==> src/rtl/piso_tx.sv <==
// piso_tx: parallel-in/serial-out transmitter, MSB first, optional even parity bit (`PISO_TX_PARITY_EN).
// Latency: first bit on sout the cycle after load accept; frame is WIDTH cycles (WIDTH+1 with parity).
// Backpressure: load_ready high only in IDLE or the final bit cycle; loads offered otherwise are ignored.
module piso_tx #(
  parameter int WIDTH = 4
) (
  input  logic             clk,
  input  logic             rst,
  input  logic [WIDTH-1:0] din,
  input  logic             load_valid,
  output logic             load_ready,
  output logic             sout,
  output logic             sout_valid,
  output logic             busy,
  output logic             done
);

  localparam int CW = $clog2(WIDTH + 1);
  localparam logic [CW-1:0] LAST_IDX = CW'(WIDTH - 1);

`ifdef PISO_TX_PARITY_EN
  typedef enum logic [1:0] {IDLE, SHIFT, PARITY} state_t;
`else
  typedef enum logic [1:0] {IDLE, SHIFT} state_t;
`endif

  state_t           state, state_nxt;
  logic [WIDTH-1:0] sreg, sreg_nxt;
  logic [CW-1:0]    cnt, cnt_nxt;
  logic             last_shift;
  logic             final_bit;
  logic             accept;
`ifdef PISO_TX_PARITY_EN
  logic             par;
`endif

  assign last_shift = (state == SHIFT) && (cnt == LAST_IDX);
`ifdef PISO_TX_PARITY_EN
  assign final_bit  = (state == PARITY);
`else
  assign final_bit  = last_shift;
`endif

  // Ready depends on state only, so load_valid never reaches an output combinationally.
  assign load_ready = (state == IDLE) || final_bit;
  assign accept     = load_valid && load_ready;
  assign done       = final_bit;
  assign busy       = (state != IDLE);
  // The shift register drains to zero at the end of a frame, so its MSB is already 0 in IDLE.
  assign sout       = sreg[WIDTH-1];

  // Next-state, shift and counter logic; an accepted load overrides the normal progression.
  always_comb begin
    state_nxt = state;
    sreg_nxt  = sreg;
    cnt_nxt   = cnt;
    case (state)
      IDLE: begin
        state_nxt = IDLE;
      end
      SHIFT: begin
        sreg_nxt = sreg << 1;
        cnt_nxt  = cnt + 1'b1;
        if (last_shift) begin
`ifdef PISO_TX_PARITY_EN
          state_nxt = PARITY;
          sreg_nxt  = {par, {(WIDTH-1){1'b0}}};
`else
          state_nxt = IDLE;
`endif
        end
      end
`ifdef PISO_TX_PARITY_EN
      PARITY: begin
        state_nxt = IDLE;
        sreg_nxt  = '0;
      end
`endif
      default: begin
        state_nxt = IDLE;
        sreg_nxt  = '0;
      end
    endcase
    if (accept) begin
      state_nxt = SHIFT;
      sreg_nxt  = din;
      cnt_nxt   = '0;
    end
  end

  // State, data and strobe registers; reset discards any frame in flight.
  always_ff @(posedge clk or negedge rst) begin
    if (!rst) begin
      state      <= IDLE;
      sreg       <= '0;
      cnt        <= '0;
      sout_valid <= 1'b0;
    end else begin
      state      <= state_nxt;
      sreg       <= sreg_nxt;
      cnt        <= cnt_nxt;
      sout_valid <= (state_nxt != IDLE);
    end
  end

`ifdef PISO_TX_PARITY_EN
  // Even parity of the captured word, sent after the data bits.
  always_ff @(posedge clk or negedge rst) begin
    if (!rst) begin
      par <= 1'b0;
    end else if (accept) begin
      par <= ^din;
    end
  end
`endif

endmodule

==> config.mk <==
export PLATFORM = sky130hd
export DESIGN_NAME = piso_tx
export DESIGN_NICKNAME = d
export VERILOG_FILES = /design/src/rtl/piso_tx.sv
export SDC_FILE = /design/constraint.sdc
export NUM_CORES = 1
export LEC_CHECK = 0
export CORE_AREA = 2 2 39 41
export DETAILED_ROUTE_END_ITERATION = 8
export DIE_AREA = 0 0 41 43
export MAX_ROUTING_LAYER = met4
export REMOVE_ABC_BUFFERS = 1
export SETUP_SLACK_MARGIN = 0.4
export SYNTH_ARGS = -nofsm -noshare
export SYNTH_HDL_FRONTEND = slang
export SYNTH_SLANG_ARGS = --single-unit
==> constraint.sdc <==
create_clock -name clk -period 1.95 [get_ports clk]
set_input_delay 0.4875 -clock clk [delete_from_list [all_inputs] [get_ports clk]]
set_output_delay 0.4875 -clock clk [all_outputs]
set_load 0.02 [all_outputs]
==> results.sh, run 1 <==
export IMPL_timing_max_cap_violations=0
export IMPL_post_route_drc_count=0
export IMPL_post_detailed_route_wirelength_per_cell_um=12.3
export IMPL_cts_tree="done"
export IMPL_cts_num_sinks=10
export IMPL_yosys_warnings=0
export IMPL_worst_ep_required_time_ps=1460
export IMPL_holdBufCountCts=0
export IMPL_drt_pass1_iterations=1
export IMPL_port_buffers=11
export IMPL_clock_buffer_count_from_cts=3
export IMPL_clockRootBuffer="sky130_fd_sc_hd__clkbuf_4"
export IMPL_first_pass_grt_wire_length_um=1600
export IMPL_dpl_instance_area_um2=651
export IMPL_final_nets=75
export IMPL_peakVddDrop_mv=0.442
export IMPL_grt_start_max_net_pins=11
export IMPL_clkTransAtPathRegs_ps=60
export IMPL_layout_cells_most_common="sky130_fd_sc_hd__dfrtp_1"
export IMPL_worst_endpoint_arrival_ps=1310
export IMPL_critPathMaxFanout=3
export IMPL_drtIter0Drc=0
export IMPL_timing_worst_setup_path_type="flip-flop to output pin"
export IMPL_total_count_of_max_transition_violations_in_the_final_report=0
export IMPL_detail_route_wirelength_um=981
export IMPL_hpwl_um=684
export IMPL_die_y_um=43
export IMPL_syn_to_final_growth_pct=54.1
export IMPL_critical_path_endpoint="load_ready"
export IMPL_routed_via_density=4.70
export IMPL_finalClockSkew_ps=4.76
export IMPL_rows=14
export IMPL_clk_buf_depth=2
export IMPL_via_count_of_the_first_global_routing_pass=366
export IMPL_pre_cts_ws_ps=-49.9
export IMPL_htreeDepth=1
export IMPL_globalRouteTotalUtil=0.138
export IMPL_layout_cells_most_common_list="sky130_fd_sc_hd__dfrtp_1 (9), sky130_fd_sc_hd__buf_4 (8), sky130_fd_sc_hd__clkdlybuf4s50_1 (6)"
export IMPL_fillCellCount=137
export IMPL_crit_start="cnt[0]"
export IMPL_grt_setup_unrepaired="true"
export IMPL_die_w_um=41
export IMPL_layout_area_seq_um2=251
export IMPL_run_status="completed"
export IMPL_insertedDiodeCount=0
export IMPL_power_density_nw_per_um2=875
export IMPL_initial_utilization=0.353
export IMPL_achievable_frequency_ghz=0.555
export IMPL_core_region_um2=1380
export IMPL_report_final_hold_viol_count=0
export IMPL_design_area_um2=752
export IMPL_total_leakage_power_nw=0.345
export IMPL_multi_input_comb_area_um2=250
export IMPL_clk_latency_ps=260
export IMPL_finish_cell_count_without_fillers=80
export IMPL_synthesis_instances=42
export IMPL_final_min_period_over_clock_period=0.923
export IMPL_timing_final_ws_setup_ps=149
export IMPL_postRouteAntennaNets=0
export IMPL_distinct_cell_type_count_of_the_synthesized_netlist=19
export IMPL_worstReg2RegEnd="sreg[3]"
export IMPL_proportion_of_layout_cells_with_a_drive_suffix_above_1=0.469
export IMPL_portion_of_the_post_synthesis_area_used_by_sequential_elements=0.513
export IMPL_fp_dieArea_um2=1760
export IMPL_fin_crit_ps=1800
export IMPL_worstSetupEndpointType="output pin"
export IMPL_hold_path_class="flip-flop to flip-flop"
export IMPL_pin_count=12
export IMPL_worst_hold_slack_ps=510
export IMPL_ys_seq_elements=10
export IMPL_overflow=0
export IMPL_numPlacedInstances=73
export IMPL_grt_antenna_before_repair=0
export IMPL_vias_after_detailed_routing=376
export IMPL_crit_path_start_kind="flip-flop"
export IMPL_setup_violations=0
export IMPL_worstRegToRegCells=7
export IMPL_syn_area_per_cell_um2=11.6
export IMPL_gp_routability_congestion=0.691
export IMPL_r2r_setup_slack_ps=330
export IMPL_r2r_start="cnt[0]"
export IMPL_netlist_area_um2=488
area by class of cell:
cell class | count | area share
sequential | 10 | 0.334
timing repair buffer | 20 | 0.243
tap | 16 | 0.0266
inverter | 6 | 0.0333
multi-input combinational | 25 | 0.333
clock buffer | 3 | 0.0300
layer usage:
metal	global-route usage	share of wire
met5	-	0
met4	0.0200	0.0061
met3	0.0628	0.056
met2	0.197	0.47
met1	0.181	0.47
synth_stat cells, drive strengths merged:
master	number	area, um2
dfrtp	10	250
inv	6	22.5
nor2	5	21.3
a2111oi	3	26.3
a221o	3	30.0
a21o	2	17.5
ha	2	25.0
nor2b	2	15.0
a211oi	1	12.5
a22o	1	10.0
buf	1	5.00
conb	1	3.75
mux2i	1	10.0
nor3	1	5.00
nor3b	1	18.8
or2	1	6.26
xnor2	1	8.76
worst min path at each step:
stage	start	endpoint	slack (ps)	cells past startpoint
floorplan	rst	cnt[0]	190	0
global placement	sreg[0]	sreg[0]	490	1
detailed placement	sreg[0]	sreg[0]	490	1
CTS	sreg[0]	sreg[0]	510	1
global route	sreg[3]	sreg[3]	530	1
finish	sreg[0]	sreg[0]	510	1
critical path, stage by stage, from the launching register on:
cell,delay [ps]
sky130_fd_sc_hd__dfrtp_1,390
sky130_fd_sc_hd__ha_2,200
sky130_fd_sc_hd__ha_4,180
sky130_fd_sc_hd__nor2b_4,130
sky130_fd_sc_hd__nor2_2,40
sky130_fd_sc_hd__buf_6,120
where the power goes:
part	internal, mW	total [mW]	leakage (nW)	switching (mW)
sequential	0.248	0.272	0.129	0.0239
clock	0.0710	0.136	0.0138	0.0651
combinational	0.139	0.250	0.203	0.111
total	0.458	0.658	0.345	0.200
logic make-up after synthesis:
group                      synth area share
xor gates and xnor gates             0.0180
AOI/OAI and AO/OA                     0.197
adders and majority gates            0.0513
buffers and inverters                0.0564
muxes                                0.0205
other                               0.00768
DFF                                   0.513
and+or+nand+nor                       0.136
per-stage QoR:
step	TNS, ps	power (mW)	util
floorplan	0	0.393	-
global placement	-96.6	0.483	0.470
detailed placement	-96.6	0.489	0.470
CTS	0	0.643	0.511
global route	0	0.707	0.543
finish	0	0.658	0.543
flip-flops by register name (all words and copies together), names as in the netlist:
signal,count
cnt,3
sout_valid,1
sreg,4
state,2
repair_timing:
item | 4_1_cts | 5_1_grt
setup buffers | 3 | 1
pin swaps | 2 | 4
gates resized for setup | 22 | 13
setup endpoints to repair | 9 | 10
Power figures use the tool's default switching activity.
==> run 2, diff against run 1 <==
- SKIP_LAST_GASP: default -> 1
==> results of run 2 <==
No change in the layout: final DEF, timing and power equal those of run 1.
